--- src/rtl/mem_arb_rr_if.sv ---
// Bundle of requester-side and memory-side signals for the round-robin memory arbiter.
// slave = arbiter view; master = the requesters plus the memory bridge.
interface mem_arb_rr_if #(
    parameter int NUM_CH = 2,
    parameter int ADDR_W = 32,
    parameter int DATA_W = 32,
    parameter int MASK_W = 4
);
    logic [NUM_CH-1:0]        req_valid;
    logic [NUM_CH-1:0]        req_ready;
    logic [NUM_CH-1:0]        req_we;
    logic [NUM_CH*ADDR_W-1:0] req_addr;
    logic [NUM_CH*DATA_W-1:0] req_wdata;
    logic [NUM_CH*MASK_W-1:0] req_wmask;
    logic [NUM_CH-1:0]        rsp_valid;
    logic [DATA_W-1:0]        rsp_rdata;
    logic                     rsp_err;
    logic                     mem_req_valid;
    logic                     mem_req_ready;
    logic                     mem_we;
    logic [ADDR_W-1:0]        mem_addr;
    logic [DATA_W-1:0]        mem_wdata;
    logic [MASK_W-1:0]        mem_wmask;
    logic                     mem_rsp_valid;
    logic [DATA_W-1:0]        mem_rsp_data;

    modport slave (
        input  req_valid, req_we, req_addr, req_wdata, req_wmask,
        input  mem_req_ready, mem_rsp_valid, mem_rsp_data,
        output req_ready, rsp_valid, rsp_rdata, rsp_err,
        output mem_req_valid, mem_we, mem_addr, mem_wdata, mem_wmask
    );

    modport master (
        output req_valid, req_we, req_addr, req_wdata, req_wmask,
        output mem_req_ready, mem_rsp_valid, mem_rsp_data,
        input  req_ready, rsp_valid, rsp_rdata, rsp_err,
        input  mem_req_valid, mem_we, mem_addr, mem_wdata, mem_wmask
    );
endinterface

--- src/rtl/mem_arb_rr.sv ---
// Round-robin arbiter giving NUM_CH requesters one shared memory port, one transaction in flight.
// Optional watchdog abort is enabled by defining MEM_ARB_TIMEOUT_EN.
//
//   state  | meaning
//   S_IDLE | no transaction; grant the next valid channel after last_grant
//   S_REQ  | mem_req_valid high with latched fields, waiting for mem_req_ready
//   S_WAIT | request accepted, waiting for mem_rsp_valid
module mem_arb_rr #(
    parameter int NUM_CH  = 2,
    parameter int ADDR_W  = 32,
    parameter int DATA_W  = 32,
    parameter int MASK_W  = 4,
    parameter int TIMEOUT = 64
) (
    input  logic        clk,
    input  logic        rst,
    mem_arb_rr_if.slave bus
);
    localparam int CH_W = $clog2(NUM_CH);

    if (NUM_CH < 2) begin : g_num_ch_check
        $error("NUM_CH must be at least 2");
    end
    if (TIMEOUT < 1) begin : g_timeout_check
        $error("TIMEOUT must be at least 1");
    end

    typedef enum logic [1:0] {
        S_IDLE = 2'd0,
        S_REQ  = 2'd1,
        S_WAIT = 2'd2
    } state_t;

    state_t              state_q;
    logic [CH_W-1:0]     last_grant_q;
    logic                we_q;
    logic [ADDR_W-1:0]   addr_q;
    logic [DATA_W-1:0]   wdata_q;
    logic [MASK_W-1:0]   wmask_q;
    logic                mem_req_valid_q;
    logic [NUM_CH-1:0]   rsp_valid_q;
    logic [DATA_W-1:0]   rsp_rdata_q;

    logic [CH_W-1:0]     winner;
    logic [CH_W-1:0]     scan_idx;
    logic                any_valid;
    logic                grant;
    logic [NUM_CH-1:0]   req_ready;
    logic                sel_we;
    logic [ADDR_W-1:0]   sel_addr;
    logic [DATA_W-1:0]   sel_wdata;
    logic [MASK_W-1:0]   sel_wmask;

`ifdef MEM_ARB_TIMEOUT_EN
    localparam int TMO_W = $clog2(TIMEOUT + 1);
    logic [TMO_W-1:0]    tmo_cnt_q;
    logic                tmo_hit;
    logic                rsp_err_q;
`endif

    // Scan starts one past the previous winner so every channel gets a turn.
    always_comb begin
        winner    = last_grant_q;
        scan_idx  = '0;
        any_valid = 1'b0;
        for (int i = 1; i <= NUM_CH; i++) begin
            scan_idx = CH_W'((int'(last_grant_q) + i) % NUM_CH);
            if (!any_valid && bus.req_valid[scan_idx]) begin
                any_valid = 1'b1;
                winner    = scan_idx;
            end
        end
    end

    assign grant = rst && (state_q == S_IDLE) && any_valid;

    always_comb begin
        req_ready = '0;
        if (grant) begin
            req_ready[winner] = 1'b1;
        end
    end

    always_comb begin
        sel_we    = 1'b0;
        sel_addr  = '0;
        sel_wdata = '0;
        sel_wmask = '0;
        for (int c = 0; c < NUM_CH; c++) begin
            if (winner == CH_W'(c)) begin
                sel_we    = bus.req_we[c];
                sel_addr  = bus.req_addr[c*ADDR_W +: ADDR_W];
                sel_wdata = bus.req_wdata[c*DATA_W +: DATA_W];
                sel_wmask = bus.req_wmask[c*MASK_W +: MASK_W];
            end
        end
    end

    always_ff @(posedge clk) begin
        if (!rst) begin
            state_q         <= S_IDLE;
            last_grant_q    <= CH_W'(NUM_CH - 1);
            we_q            <= 1'b0;
            addr_q          <= '0;
            wdata_q         <= '0;
            wmask_q         <= '0;
            mem_req_valid_q <= 1'b0;
            rsp_valid_q     <= '0;
            rsp_rdata_q     <= '0;
`ifdef MEM_ARB_TIMEOUT_EN
            rsp_err_q       <= 1'b0;
`endif
        end else begin
            rsp_valid_q <= '0;
            rsp_rdata_q <= '0;
`ifdef MEM_ARB_TIMEOUT_EN
            rsp_err_q   <= 1'b0;
`endif
            unique case (state_q)
                S_IDLE: begin
                    if (grant) begin
                        we_q            <= sel_we;
                        addr_q          <= sel_addr;
                        wdata_q         <= sel_wdata;
                        wmask_q         <= sel_wmask;
                        last_grant_q    <= winner;
                        mem_req_valid_q <= 1'b1;
                        state_q         <= S_REQ;
                    end
                end
                S_REQ: begin
`ifdef MEM_ARB_TIMEOUT_EN
                    if (tmo_hit) begin
                        mem_req_valid_q           <= 1'b0;
                        rsp_valid_q[last_grant_q] <= 1'b1;
                        rsp_err_q                 <= 1'b1;
                        state_q                   <= S_IDLE;
                    end else
`endif
                    if (bus.mem_req_ready) begin
                        mem_req_valid_q <= 1'b0;
                        state_q         <= S_WAIT;
                    end
                end
                S_WAIT: begin
                    // A real response in the last watchdog cycle still wins over the abort.
                    if (bus.mem_rsp_valid) begin
                        rsp_valid_q[last_grant_q] <= 1'b1;
                        rsp_rdata_q               <= we_q ? '0 : bus.mem_rsp_data;
                        state_q                   <= S_IDLE;
                    end
`ifdef MEM_ARB_TIMEOUT_EN
                    else if (tmo_hit) begin
                        rsp_valid_q[last_grant_q] <= 1'b1;
                        rsp_err_q                 <= 1'b1;
                        state_q                   <= S_IDLE;
                    end
`endif
                end
                default: state_q <= S_IDLE;
            endcase
        end
    end

`ifdef MEM_ARB_TIMEOUT_EN
    // Down-counter loaded on grant; terminal count marks the TIMEOUT-th busy cycle.
    always_ff @(posedge clk) begin
        if (!rst) begin
            tmo_cnt_q <= '0;
        end else if (grant) begin
            tmo_cnt_q <= TMO_W'(TIMEOUT - 1);
        end else if ((state_q != S_IDLE) && (tmo_cnt_q != '0)) begin
            tmo_cnt_q <= tmo_cnt_q - 1'b1;
        end
    end

    assign tmo_hit     = (state_q != S_IDLE) && (tmo_cnt_q == '0);
    assign bus.rsp_err = rsp_err_q;
`else
    assign bus.rsp_err = 1'b0;
`endif

    assign bus.req_ready     = req_ready;
    assign bus.rsp_valid     = rsp_valid_q;
    assign bus.rsp_rdata     = rsp_rdata_q;
    assign bus.mem_req_valid = mem_req_valid_q;
    assign bus.mem_we        = we_q;
    assign bus.mem_addr      = addr_q;
    assign bus.mem_wdata     = wdata_q;
    assign bus.mem_wmask     = wmask_q;
endmodule

--- src/flat_wrapper.sv ---
// flat-port wrapper written by rule: the top's interface ports become plain ports
module mem_arb_rr_flat 
#(
    parameter int NUM_CH  = 2,
    parameter int ADDR_W  = 32,
    parameter int DATA_W  = 32,
    parameter int MASK_W  = 4,
    parameter int TIMEOUT = 64
)
  (clk, rst, bus_req_valid, bus_req_we, bus_req_addr, bus_req_wdata, bus_req_wmask, bus_mem_req_ready, bus_mem_rsp_valid, bus_mem_rsp_data, bus_req_ready, bus_rsp_valid, bus_rsp_rdata, bus_rsp_err, bus_mem_req_valid, bus_mem_we, bus_mem_addr, bus_mem_wdata, bus_mem_wmask);
  mem_arb_rr_if #(.NUM_CH(NUM_CH), .ADDR_W(ADDR_W), .DATA_W(DATA_W), .MASK_W(MASK_W)) bus_i ();
  input  logic clk;
  input  logic rst;
  input wire logic [$bits(bus_i.req_valid)-1:0] bus_req_valid;
  input wire logic [$bits(bus_i.req_we)-1:0] bus_req_we;
  input wire logic [$bits(bus_i.req_addr)-1:0] bus_req_addr;
  input wire logic [$bits(bus_i.req_wdata)-1:0] bus_req_wdata;
  input wire logic [$bits(bus_i.req_wmask)-1:0] bus_req_wmask;
  input wire logic [$bits(bus_i.mem_req_ready)-1:0] bus_mem_req_ready;
  input wire logic [$bits(bus_i.mem_rsp_valid)-1:0] bus_mem_rsp_valid;
  input wire logic [$bits(bus_i.mem_rsp_data)-1:0] bus_mem_rsp_data;
  output wire logic [$bits(bus_i.req_ready)-1:0] bus_req_ready;
  output wire logic [$bits(bus_i.rsp_valid)-1:0] bus_rsp_valid;
  output wire logic [$bits(bus_i.rsp_rdata)-1:0] bus_rsp_rdata;
  output wire logic [$bits(bus_i.rsp_err)-1:0] bus_rsp_err;
  output wire logic [$bits(bus_i.mem_req_valid)-1:0] bus_mem_req_valid;
  output wire logic [$bits(bus_i.mem_we)-1:0] bus_mem_we;
  output wire logic [$bits(bus_i.mem_addr)-1:0] bus_mem_addr;
  output wire logic [$bits(bus_i.mem_wdata)-1:0] bus_mem_wdata;
  output wire logic [$bits(bus_i.mem_wmask)-1:0] bus_mem_wmask;
  assign bus_i.req_valid = bus_req_valid;
  assign bus_i.req_we = bus_req_we;
  assign bus_i.req_addr = bus_req_addr;
  assign bus_i.req_wdata = bus_req_wdata;
  assign bus_i.req_wmask = bus_req_wmask;
  assign bus_i.mem_req_ready = bus_mem_req_ready;
  assign bus_i.mem_rsp_valid = bus_mem_rsp_valid;
  assign bus_i.mem_rsp_data = bus_mem_rsp_data;
  assign bus_req_ready = bus_i.req_ready;
  assign bus_rsp_valid = bus_i.rsp_valid;
  assign bus_rsp_rdata = bus_i.rsp_rdata;
  assign bus_rsp_err = bus_i.rsp_err;
  assign bus_mem_req_valid = bus_i.mem_req_valid;
  assign bus_mem_we = bus_i.mem_we;
  assign bus_mem_addr = bus_i.mem_addr;
  assign bus_mem_wdata = bus_i.mem_wdata;
  assign bus_mem_wmask = bus_i.mem_wmask;
  mem_arb_rr #(.NUM_CH(NUM_CH), .ADDR_W(ADDR_W), .DATA_W(DATA_W), .MASK_W(MASK_W), .TIMEOUT(TIMEOUT)) u_core (.clk(clk), .rst(rst), .bus(bus_i));
endmodule
--- config.mk ---
export PLATFORM = sky130hd
export DESIGN_NAME = mem_arb_rr_flat
export DESIGN_NICKNAME = d
export VERILOG_FILES = /design/src/rtl/mem_arb_rr_if.sv /design/src/rtl/mem_arb_rr.sv /design/src/flat_wrapper.sv
export SDC_FILE = /design/constraint.sdc
export NUM_CORES = 1
export LEC_CHECK = 0
export BUFFER_PORTS_ARGS = -buffer_cell sky130_fd_sc_hd__clkbuf_2
export CORE_MARGIN = 2
export CORE_UTILIZATION = 44
export DETAILED_ROUTE_END_ITERATION = 6
export PLACE_DENSITY = 0.89
export SLEW_MARGIN = 20
export SYNTH_ARGS = -nofsm -noshare
export SYNTH_HDL_FRONTEND = slang
export SYNTH_SLANG_ARGS = --single-unit
export TNS_END_PERCENT = 100
--- constraint.sdc ---
create_clock -name clk -period 2.2 [get_ports clk]
set_clock_uncertainty 0.2 [all_clocks]
set_input_delay 0.11 -clock clk [delete_from_list [all_inputs] [get_ports clk]]
set_output_delay 0.11 -clock clk [all_outputs]
set_load 0.005 [all_outputs]
# After elaboration in Yosys (flattened, before gate mapping)
# Index checks and enable logic that the tools add are counted.
totals:
  reg_bits: 107
  inputBits: 176
  out_inout_bits: 107
  word_cells: 62
op_classes:
  n_addsub: 2
  n_lt_le_gt_ge: 6
  n_eq_ne: 5
  n_mux: 24
  bitwise_logic: 3
  reduce_logical: 13
ops:
  columns: ["op", "count"]
  rows:
  - ["2-to-1 mux 32 bit", 2]
  - ["2-to-1 mux 1 bit", 13]
  - ["AND reduction 3 bit", 3]
  - ["< comparator 1 x 2 -> 1 bit (second input constant)", 4]
  - ["2-to-1 mux 2 bit", 4]
  - ["case mux 2 bit (3 select lines)", 1]
  - ["logical AND 1 bit", 5]
  - ["2-to-1 mux 4 bit", 1]
  - ["inequality test 2 bit (second input constant)", 2]
  - ["OR reduction 4 bit", 1]
  - ["inverter 1 bit", 3]
  - ["adder 1 bit (second input constant)", 2]
  - ["demux 1 bit (select 1 bit)", 2]
  - ["== test 2 x 1 -> 1 bit (second input constant)", 1]
  - ["== test 2 bit (second input constant)", 1]
  - ["greater-or-equal comparator 1 bit (second input constant)", 2]
  - ["logical NOT 2 bit", 1]
  - ["inequality test 2 x 1 -> 1 bit (second input constant)", 1]
  - ["case mux 1 bit (2 select lines)", 1]
  - ["AND reduction 2 bit", 1]
  - ["nonzero test 2 bit", 1]
  - ["logical NOT 1 bit", 1]

# Logic depth before layout (Yosys ltp)
# Gate-level depths: netlist of the first run.
depth:
  ltp_word: 12
  ltp_mapped: 6
  depth_no_buf: 3

# Worst setup path before layout of the first run
# Ideal clock, no wire load.
synth_path:
  path_type: "reg2reg"
  start: "reg u_core.state_q[1]"
  end: "reg u_core.last_grant_q"
  setup_ps: 122
  arrival_time_ps: 1228
  required_ps: 1878
  setup_slack_ps: 650
  path_stages_with_launch: 7
  n_path_buf: 3
  period_less_slack_ps: 1550
  path_cell_list: "dfxtp_1 nor3b_2 buf_2 and2_4 buf_6 buf_6 a311o_1"
synth_via:
  elab_chain_len: 4
synth_lines:
  columns: ["item", "line", "text"]
  rows:
  - ["start: declaration", "mem_arb_rr.sv:34", "state_t state_q;"]
  - ["start signal: assignment", "mem_arb_rr.sv:101", "state_q <= S_IDLE;"]
  - ["start signal: assignment", "mem_arb_rr.sv:128", "state_q <= S_REQ;"]
  - ["start signal: assignment", "mem_arb_rr.sv:142", "state_q <= S_WAIT;"]
  - ["logical NOT 2 bit *", "mem_arb_rr.sv:75, mem_arb_rr.sv:119", null]
  - ["logical AND 1 bit (2 in a row)", "mem_arb_rr.sv:75", "assign grant = rst && (state_q == S_IDLE) && any_valid;"]
  - ["AND reduction 2 bit (no source line) *", null, null]
  - ["end signal: assignment", "mem_arb_rr.sv:102", "last_grant_q <= CH_W'(NUM_CH - 1);"]
  - ["end signal: assignment", "mem_arb_rr.sv:126", "last_grant_q <= winner;"]
  - ["end: declaration", "mem_arb_rr.sv:35", "logic [CH_W-1:0] last_grant_q;"]
# Mark *: on every way between the ends. The rest lies on a longest branch, timed or not.
# A chain may end at the register's enable or synchronous reset.

# Worst setup path in the final report of the first run
layout_path:
  start: "reg u_core.last_grant_q"
  end: "out bus_req_ready[1]"
layout_via:
  elab_chain_len: 12
layout_lines:
  columns: ["item", "line", "text"]
  rows:
  - ["adder 1 bit", "mem_arb_rr.sv:67", "scan_idx = CH_W'((int'(last_grant_q) + i) % NUM_CH);"]
  - ["2-to-1 mux 1 bit (not written as such) (2 in a row)", "mem_arb_rr.sv:68", "if (!any_valid && bus.req_valid[scan_idx]) begin"]
  - ["2-to-1 mux 1 bit", "mem_arb_rr.sv:68", null]
  - ["logical NOT 1 bit", "mem_arb_rr.sv:68", null]
  - ["logical AND 1 bit", "mem_arb_rr.sv:68", null]
  - ["2-to-1 mux 1 bit", "mem_arb_rr.sv:68", null]
  - ["< comparator 1 x 2 -> 1 bit (not written as such) / greater-or-equal comparator 1 bit (equally long branches)", "mem_arb_rr.sv:80", "req_ready[winner] = 1'b1;"]
  - ["logical AND 1 bit (not written as such)", "mem_arb_rr.sv:80", null]
  - ["2-to-1 mux 1 bit (not written as such)", "mem_arb_rr.sv:80", null]
  - ["demux 1 bit (select 1 bit)", null, null]
  - ["2-to-1 mux 2 bit *", "mem_arb_rr.sv:79", "if (grant) begin"]
  - ["end: declaration", "flat_wrapper.sv:22", "output wire logic [$bits(bus_i.req_ready)-1:0] bus_req_ready;"]
# Mark *: on every way between the ends. The rest lies on a longest branch, timed or not. The select of a mux whose other input is x is not followed.

==> impl_metrics.env, run 1 <==
export IMPL_tns_ps=0
export IMPL_antenna_found_initial=2
export IMPL_vdd_ir_drop_max_mv=0.392
export IMPL_power_w=0.00505
export IMPL_track_usage=0.383
export IMPL_coreArea_sq_um=10800
export IMPL_cts_sinks=107
export IMPL_met2WireLength_mm=11.2
export IMPL_area_growth_pct=71.1
export IMPL_synth_area_per_cell_sq_um=9.66
export IMPL_cts_tree="yes"
export IMPL_drc=0
export IMPL_vias=6291
export IMPL_timing_rr_end="u_core.bus.mem_addr[9]"
export IMPL_ff2ff_setup_slack_ps=280
export IMPL_grt_pass1_wl_mm=35.0
export IMPL_met1Wirelength_mm=7.89
export IMPL_critPathArrivalTime_ps=1710
export IMPL_hold_viol=0
export IMPL_seq_area_frac_synth=0.438
export IMPL_worst_pin_slew_ps=601
export IMPL_ios=283
export IMPL_avgViaCountPerCell=5.85
export IMPL_setup_violations=0
export IMPL_worstSetupStartpoint="u_core.last_grant_q"
export IMPL_drt_first_pass_iters=5
export IMPL_crit_path_max_fanout=15
export IMPL_cp_start_kind="flip-flop"
export IMPL_rsz0062_at_grt="false"
export IMPL_synth_edf_count=0
export IMPL_layout_min_cycle_time_ps=2020
export IMPL_globalplace_congestion=0.789
export IMPL_grt_ovfl_total=0
export IMPL_grt_pass1_vias=6474
export IMPL_async_reset_ff_frac=0
export IMPL_yosys_top_cells_count="dfxtp_1 (107), a21oi_1 (71), a311oi_2 (69), nand3_1 (69), o21ai_0 (69)"
export IMPL_grt_max_degree=43
export IMPL_top_layer="met4"
export IMPL_cap_violations=0
export IMPL_ys_warn_count=0
export IMPL_holdPathEnd="u_core.last_grant_q"
export IMPL_r2r_cells=4
export IMPL_yosysTopAreaCell="dfxtp_1"
export IMPL_synthMostInstantiatedCell="dfxtp_1"
export IMPL_path_clk_slew_ps=110
export IMPL_path_class="reg -> out"
export IMPL_drv_slew=0
export IMPL_outcome="complete, no violations"
export IMPL_synth_cell_type_count=25
export IMPL_die_w_microns=109
export IMPL_relSlewSlack=0.599
export IMPL_powerDensity_nw_per_um2=602
export IMPL_fp_row_count=38
export IMPL_postRouteAntennaNets=0
export IMPL_final_layout_size_suffix_gt1_frac=0.423
export IMPL_fin_crit_sh=0.919
export IMPL_cts_max_path_buffers=2
export IMPL_hold_depth=3
export IMPL_numCtsBuffers=9
export IMPL_clk_latency_ps=370
export IMPL_routed_wl_met3_mm=2.26
export IMPL_mappedNetlistNets=683
export IMPL_cp_required_ps=1890
export IMPL_num_fill_cells=661
export IMPL_drtIter0Drc=823
export IMPL_place_detailed_hpwl_mm=11.0
export IMPL_syn_area_sq_um=4900
export IMPL_initial_core_util=0.452
export IMPL_hold_path_startpoint="bus_req_valid[0]"
export IMPL_netlist_top_cells_area="dfxtp_1 (44%), a311oi_2 (21%), a21oi_1 (7.3%), nand3_1 (7.1%), o21ai_0 (7.1%)"
export IMPL_root_buffer="clkbuf_8"
export IMPL_min_path_type="in -> reg"
export IMPL_die_y_microns=109
export IMPL_power_leakage_nw=3.63
export IMPL_synth_ff_type="dfxtp_1"
export IMPL_max_freq_mhz=495
export IMPL_fin_nets=1105
export IMPL_reg2reg_from="u_core.last_grant_q"
export IMPL_drt_wl_total_mm=22.9
export IMPL_syn_inst=507
export IMPL_worstSetupEndpointType="output pin"
export IMPL_wl_per_cell_microns=21.2
export IMPL_io_buffers=281
export IMPL_die_area_sq_um=12000
export IMPL_synth_top_area_frac=0.438
export IMPL_ys_ff_latch=107
export IMPL_htreeDepth=3
[flip-flops by register name, summed over array words and instances, names as in the netlist]
signal / flops
u_core.bus.mem_wmask: 4
u_core.bus.mem_addr: 32
u_core.bus.rsp_rdata: 32
u_core.bus.mem_req_valid: 1
u_core.bus.rsp_valid: 2
u_core.state_q: 2
u_core.bus.mem_we: 1
u_core.last_grant_q: 1
u_core.bus.mem_wdata: 32
[through the flow]
step | cell area, sq um | cells | worst slack (ps) | hold slack (ps) | utilization
final | 8380 | 1076 | 178 | 240 | 0.773
after global routing | 8380 | 1076 | 92.0 | 249 | 0.773
after CTS | 8370 | 1074 | 215 | 206 | 0.773
after detailed placement | 6400 | 883 | 281 | 113 | 0.591
after global placement | 6400 | 883 | 354 | 108 | 0.591
after floorplan | 4900 | 507 | 650 | -0.623 | -
[worst max-delay path by stage]
stage	endpoint	slack, ps
final	bus_req_ready[1]	180
after global routing	bus_req_ready[1]	90
after CTS	bus_req_ready[1]	220
after detailed placement	u_core.bus.mem_addr[9]	280
after global placement	u_core.bus.mem_wmask[0]	350
after floorplan	u_core.last_grant_q	650
[critical path, cell delays in order, from the launching register on]
cell      delay [ps]
dfxtp_1          470
and2_2           400
buf_4            260
nor3_1            80
clkbuf_2         120
[power breakdown]
part / internal [W] / total, W / switching (W) / leakage [nW]
clock network: 0.000559 / 0.00134 / 0.000777 / 0.106
logic: 0.000733 / 0.00152 / 0.000784 / 2.64
registers: 0.00209 / 0.00219 / 0.000105 / 0.876
[placed cells by master (no fill, tap or decap), types with 2 or more instances in the layout]
| master | n |
|---|---|
| a21oi_1 | 71 |
| a311oi_2 | 69 |
| and2_1 | 32 |
| buf_12 | 7 |
| buf_4 | 14 |
| clkbuf_2 | 281 |
| clkbuf_8 | 9 |
| clkinv_8 | 2 |
| dfxtp_1 | 107 |
| diode_2 | 2 |
| dlygate4sd3_1 | 174 |
| inv_1 | 2 |
| inv_6 | 3 |
| nand2_1 | 3 |
| nand3_1 | 69 |
| nor2_1 | 4 |
| o21ai_0 | 69 |
| or2_2 | 2 |
[routing by layer]
metal	track usage	up-vias
met3	0.108	144
met5	0	-
met2	0.637	545
met1	0.419	2855
li1	-	2747
met4	0.270	0
[layout make-up]
class | count | area (sq um) | area share
timing repair buffer | 476 | 3390 | 0.405
multi-input combinational | 332 | 2430 | 0.290
sequential | 107 | 2140 | 0.256
tap | 140 | 175 | 0.0209
clock buffer | 9 | 124 | 0.0148
clock inverter | 7 | 96.3 | 0.0115
inverter | 3 | 13.8 | 0.00164
antenna | 2 | 5.00 | 0.000597
[cell families after synthesis]
family / Yosys count / synth area share
AND/OR/NAND/NOR: 118 / 0.131
buffers and inverters: 68 / 0.0698
AO/OA/AOI/OAI: 213 / 0.361
other: 1 / 0.000766
flip-flops: 107 / 0.438
[timing repair]
item                       4_1_cts  5_1_grt
setup endpoints to repair        1        0
hold endpoints to repair       106        0
hold buffers                   174        0
setup buffers                    1        0
gates resized for setup          0        0
Power figures use the tool's default switching activity.
==> inputs of run 2 (changes only) <==
Settings changed: RECOVER_POWER from default to 100.
==> run 2 against run 1 <==
The run now ends with design-rule violations left. Hold slack got worse by 32 ps. Clock power about the same. First-iteration DRC count is 0.85% higher. Core utilization decreased by 3.8 points. Sequential power about the same. Sequential share of layout area up 1.3 points. Flip-flop and latch count stayed put. Count of clock-buffer cells in the layout unchanged. Final cell count is the same. Routed wire length is 1.2% higher.
==> impl_metrics.env, run 2 (same netlist as run 1, synthesis figures left out) <==
export IMPL_cts_tree="yes"
export IMPL_worstSetupStartpoint="rst"
export IMPL_path_clk_slew_ps=120
export IMPL_final_cell_mix="clkbuf_2 (202), dlygate4sd3_1 (174), dfxtp_1 (107)"
export IMPL_relSlewSlack=0.499
export IMPL_cts_sinks=107
export IMPL_drc=2
export IMPL_hold_worst_slack_ps=208
export IMPL_vdd_ir_drop_max_mv=0.385
export IMPL_grt_max_degree=43
export IMPL_switching_share=0.328
export IMPL_worst_pin_slew_ps=751
export IMPL_hold_path_startpoint="bus_req_valid[1]"
export IMPL_max_freq_mhz=488
export IMPL_reg2reg_from="u_core.last_grant_q"
export IMPL_fin_nets=1105
export IMPL_slowest_stage="dlygate4sd3_1"
export IMPL_vias=6401
export IMPL_final_cells=1076
export IMPL_hold_viol=0
export IMPL_hold_depth=5
export IMPL_coreArea_sq_um=10800
export IMPL_crit_chain="dlygate4sd3_1 -> clkbuf_1 -> nor3b_4 -> buf_4 -> clkbuf_4 -> a21oi_1 -> a311oi_2"
export IMPL_grt_pass1_vias=6474
export IMPL_crit_buf_inv=4
export IMPL_r2r_cells=4
export IMPL_power_w=0.00491
export IMPL_power_leakage_nw=3.28
export IMPL_path_depth=7
export IMPL_path_class="in -> reg"
export IMPL_grt_pass1_wl_mm=35.0
export IMPL_met1Wirelength_mm=7.95
export IMPL_die_area_sq_um=12000
export IMPL_top_layer="met4"
export IMPL_crit_path_end="u_core.bus.mem_addr[9]"
export IMPL_p_seq_frac=0.447
export IMPL_p_clk_frac=0.273
export IMPL_fp_row_count=38
export IMPL_slowest_delay_ps=550
export IMPL_place_inst=883
export IMPL_io_buffers=281
export IMPL_root_buffer="clkbuf_8"
export IMPL_wl_per_cell_microns=21.5
export IMPL_cts_max_path_buffers=2
export IMPL_postRouteAntennaNets=0
export IMPL_setup_violations=0
export IMPL_antenna_found_initial=2
export IMPL_clk_latency_ps=370
export IMPL_timing_rr_end="u_core.bus.mem_wdata[11]"
export IMPL_routed_wl_met3_mm=2.33
export IMPL_drv_slew=0
export IMPL_worstSetupEndpointType="flip-flop"
export IMPL_layout_min_cycle_time_ps=2050
export IMPL_rsz0062_at_grt="false"
export IMPL_p_sw_w=0.00161
export IMPL_critPathArrivalTime_ps=2130
export IMPL_tns_ps=0
export IMPL_cp_start_kind="input pin"
export IMPL_fin_crit_sh=0.932
export IMPL_powerDensity_nw_per_um2=616
export IMPL_cap_violations=0
export IMPL_final_layout_size_suffix_gt1_frac=0.289
export IMPL_drt_first_pass_iters=7
export IMPL_violations="design-rule violations"
export IMPL_initial_core_util=0.452
export IMPL_track_usage=0.383
export IMPL_drt_wl_total_mm=23.1
export IMPL_final_common_cell="clkbuf_2"
export IMPL_avgViaCountPerCell=5.95
export IMPL_grt_ovfl_total=0
export IMPL_crit_path_max_fanout=27
export IMPL_drtIter0Drc=830
export IMPL_globalplace_congestion=0.789
export IMPL_area_growth_pct=62.8
export IMPL_ff2ff_setup_slack_ps=250
export IMPL_met2WireLength_mm=11.3
export IMPL_min_path_type="in -> reg"
export IMPL_combPwrFrac=0.280
export IMPL_htreeDepth=3
export IMPL_die_w_microns=109
export IMPL_place_detailed_hpwl_mm=11.0
export IMPL_numCtsBuffers=9
export IMPL_p_int_w=0.00330
export IMPL_outcome="complete, but fails checks"
export IMPL_cp_required_ps=2280
export IMPL_die_y_microns=109
export IMPL_ios=283
export IMPL_crit_family="buffers and inverters"
==> run 2: changes by cell type in the layout (fill, tap and decap cells not counted), sizes merged <==
cell,change
buf,-2
clkbuf,+2
==> run 2: worst reg2reg max path: cells and delay by family, from the launching register on <==
family                 cells  cell delay (ps)
flip-flops                 1              470
buffers and inverters      1              260
AND/OR/NAND/NOR            1              400
AO/OA/AOI/OAI              2              510
==> run 2: cell type report <==
class | count | area [sq um]
Antenna cell | 2 | 5.00
Clock buffer | 9 | 124
Clock inverter | 7 | 96.3
Fill cell | 800 | 2870
Inverter | 3 | 11.3
Multi-Input combinational cell | 332 | 2150
Sequential cell | 107 | 2140
Tap cell | 140 | 175
Timing Repair Buffer | 476 | 3260
==> run 2: worst min path at each step <==
stage | to | slack, ps
after floorplan | u_core.state_q[0] | -0.6
after global placement | u_core.bus.rsp_rdata[11] | 110
after detailed placement | u_core.bus.rsp_rdata[0] | 110
after CTS | u_core.last_grant_q | 210
after global routing | u_core.bus.mem_wdata[15] | 230
final | u_core.bus.mem_addr[30] | 210
==> run 2: power groups by stage <==
stage          combinational (W)  sequential (W)  clock, W
2_1_floorplan           0.000703         0.00222         0
6_report                 0.00137         0.00219   0.00134
5_1_grt                  0.00147         0.00220   0.00143
4_1_cts                  0.00142         0.00217   0.00132
3_5_place_dp             0.00117         0.00222         0
3_3_place_gp             0.00114         0.00221         0
==> run 2: through the flow <==
step / cell area [sq um] / setup WS, ps / util
2_1_floorplan: 4900 / 650 / -
3_3_place_gp: 6400 / 354 / 0.591
3_5_place_dp: 6400 / 281 / 0.591
4_1_cts: 8370 / 215 / 0.773
5_1_grt: 7970 / 84.7 / 0.735
6_report: 7970 / 149 / 0.735
==> run 2: per-layer routing <==
metal	vias to the layer above	global-route usage
met2	562	0.637
met5	-	0
met3	165	0.108
met1	2929	0.419
met4	0	0.270
li1	2745	-
==> run 2: timing repair <==
item,4_1_cts,5_1_grt
hold endpoints to repair,106,0
hold buffers,174,0
endpoints found under the setup margin,1,0
resized for setup,0,0
buffers inserted,1,0
==> inputs of run 3 (changes only) <==
Settings changed: ABC_AREA from default to 1, CORE_AREA from default to 2 2 111 113, CORE_MARGIN 2 to default, CORE_UTILIZATION 44 to default, DIE_AREA from default to 0 0 113 115, PLACE_DENSITY 0.89 to 0.84.
==> run 3 against run 2 <==
The run still ends with design-rule violations left. Synthesized area down 4.3%. Total power is 4.8% higher. Non-clock buffer count is 6 lower. Routed wire length down 11%. Highest routed layer unchanged.
==> impl_metrics.env, run 3 <==
export IMPL_cts_setup_buffers=0
export IMPL_grt_pass1_vias=6430
export IMPL_grt_pass1_wl_mm=31.5
export IMPL_hold_path_startpoint="u_core.bus.mem_wdata[6]"
export IMPL_relSlewSlack=0.491
export IMPL_synth_ff_type="dfxtp_1"
export IMPL_ys_warn_count=0
export IMPL_yosysTopAreaCell="dfxtp_1"
export IMPL_syn_inst=674
export IMPL_fin_nets=1276
export IMPL_final_cell_mix="nand2_1 (214), clkbuf_2 (209), dlygate4sd3_1 (174)"
export IMPL_cts_max_path_buffers=2
export IMPL_crit_family="buffers and inverters"
export IMPL_antenna_found_initial=0
export IMPL_die_w_microns=113
export IMPL_root_buffer="clkbuf_16"
export IMPL_num_fill_cells=877
export IMPL_final_layout_size_suffix_gt1_frac=0.225
export IMPL_cp_start_kind="flip-flop"
export IMPL_drv_slew=0
export IMPL_wl_per_cell_microns=16.5
export IMPL_place_inst=1062
export IMPL_timing_rr_end="u_core.bus.mem_wdata[30]"
export IMPL_initial_core_util=0.397
export IMPL_violations="design-rule violations"
export IMPL_critPathArrivalTime_ps=2180
export IMPL_ios=283
export IMPL_tns_ps=0
export IMPL_clk_latency_ps=330
export IMPL_crit_path_max_fanout=29
export IMPL_outcome="complete, but fails checks"
export IMPL_r2r_cells=7
export IMPL_slowest_stage="dlygate4sd3_1"
export IMPL_avgViaCountPerCell=5.20
export IMPL_drt_first_pass_iters=7
export IMPL_worstSetupEndpointType="flip-flop"
export IMPL_slowest_delay_ps=570
export IMPL_hold_depth=2
export IMPL_powerDensity_nw_per_um2=635
export IMPL_htreeDepth=3
export IMPL_drc=20
export IMPL_vdd_ir_drop_max_mv=0.376
export IMPL_grt_busiest_layer="met2"
export IMPL_ff2ff_setup_slack_ps=90
export IMPL_reg2reg_from="u_core.last_grant_q"
export IMPL_globalplace_congestion=0.815
export IMPL_crit_buf_inv=2
export IMPL_cap_violations=0
export IMPL_synth_area_per_cell_sq_um=6.95
export IMPL_path_clk_slew_ps=70
export IMPL_synthMostInstantiatedCell="nand2_1"
export IMPL_met2_usage=0.548
export IMPL_mappedNetlistNets=850
export IMPL_grt_max_degree=53
export IMPL_area_growth_pct=72.9
export IMPL_async_reset_ff_frac=0
export IMPL_final_common_cell="nand2_1"
export IMPL_postRouteAntennaNets=0
export IMPL_seq_area_frac_synth=0.457
export IMPL_use_met3=0.0891
export IMPL_crit_chain="nand2_2 -> buf_4 -> nand3_1 -> nand2_1 -> dlygate4sd3_1 -> nand2_1 -> a21oi_1"
export IMPL_diodes=0
export IMPL_rsz0062_at_grt="false"
export IMPL_synth_top_area_frac=0.457
export IMPL_cts_sinks=107
export IMPL_grt_ovfl_total=0
export IMPL_fin_crit_sh=0.959
export IMPL_synth_cell_type_count=23
export IMPL_drtIter0Drc=660
export IMPL_die_y_microns=115
export IMPL_drt_wl_total_mm=20.6
export IMPL_io_buffers=281
export IMPL_grt_use_met1=0.326
export IMPL_worst_pin_slew_ps=764
export IMPL_yosys_top_cells_count="nand2_1 (217), nand3_1 (138), dfxtp_1 (107)"
export IMPL_synth_edf_count=0
export IMPL_fp_row_count=40
export IMPL_place_detailed_hpwl_mm=10.9
export IMPL_netlist_top_cells_area="dfxtp_1 (46%), nand2_1 (17%), nand3_1 (15%), a21oi_1 (7.4%), inv_1 (3.0%)"
export IMPL_track_usage=0.304
export IMPL_numCtsBuffers=9
export IMPL_die_area_sq_um=13000
export IMPL_cp_required_ps=2270
export IMPL_max_freq_mhz=474
export IMPL_path_class="reg -> reg"
export IMPL_coreArea_sq_um=11800
export IMPL_hold_viol=0
export IMPL_ys_ff_latch=107
export IMPL_power_leakage_nw=3.97
export IMPL_layout_min_cycle_time_ps=2110
export IMPL_min_path_type="reg -> reg"
export IMPL_setup_violations=0
export IMPL_syn_area_sq_um=4680
export IMPL_cts_tree="yes"
export IMPL_crit_path_frequent_cell="nand2_1"
export IMPL_final_cells=1252
export IMPL_vias=6512
export IMPL_holdPathEnd="u_core.bus.mem_wdata[6]"
## run 3: per-layer routing
layer / wire length, microns / part of all wire
met1: 7500 / 0.36
met2: 10100 / 0.49
met3: 2070 / 0.10
met4: 951 / 0.046
met5: 0 / 0
## run 3: final cells by class
class                           instances  area (sq um)  share of cell area
Clock inverter                          6          71.3             0.00881
Inverter                               41           154              0.0190
Clock buffer                           10           239              0.0295
Timing Repair Buffer                  470          3230               0.399
Sequential cell                       107          2140               0.265
Tap cell                              147           184              0.0227
Multi-Input combinational cell        471          2070               0.256
## run 3: cell families (layout without fill, tap and decap cells)
kind of cell / Yosys count / count (layout) / share of synthesized area
AOI/OAI and AO/OA: 73 / 73 / 0.0796
other: 1 / 1 / 0.000801
DFF: 107 / 107 / 0.457
buffers and inverters: 96 / 527 / 0.0938
and+or+nand+nor: 397 / 397 / 0.369
## run 3: repair_timing
action	CTS	global route
hold buffers	174	0
endpoints found under the hold margin	107	0
resized for setup	0	15
setup endpoints to repair	0	66
## run 3: worst max path at each step
stage	endpoint	slack (ps)	cells after the start	start
global placement	bus_req_ready[1]	550	7	u_core.last_grant_q
floorplan	u_core.bus.rsp_rdata[0]	840	6	u_core.state_q[0]
finish	u_core.bus.mem_wdata[30]	90	7	u_core.last_grant_q
global route	u_core.bus.mem_addr[14]	30	7	u_core.last_grant_q
detailed placement	bus_req_ready[1]	540	7	u_core.last_grant_q
CTS	u_core.bus.mem_addr[24]	20	8	u_core.last_grant_q
## run 3: power breakdown
group	total [W]	switching [W]	internal (W)
combinational	0.00137	0.000666	0.000708
clock	0.00165	0.000730	0.000924
sequential	0.00211	0.0000650	0.00205
## run 3: worst min-delay path: cells and delay by family, from the launching register on
kind	cells	cell delay (ps)
and+or+nand+nor	1	60
DFF	1	310
AOI/OAI and AO/OA	1	50
## run 3: per-stage QoR
| step | util | power, W | instance area (sq um) | hold WS [ps] | setup slack [ps] |
|---|---|---|---|---|---|
| global route | 0.686 | 0.00540 | 8100 | 277 | 34.1 |
| CTS | 0.693 | 0.00513 | 8190 | 267 | 22.0 |
| finish | 0.686 | 0.00514 | 8100 | 264 | 90.7 |
| floorplan | - | 0.00269 | 4680 | 10.3 | 836 |
| detailed placement | 0.519 | 0.00309 | 6140 | 110 | 539 |
| global placement | 0.519 | 0.00307 | 6140 | 112 | 554 |
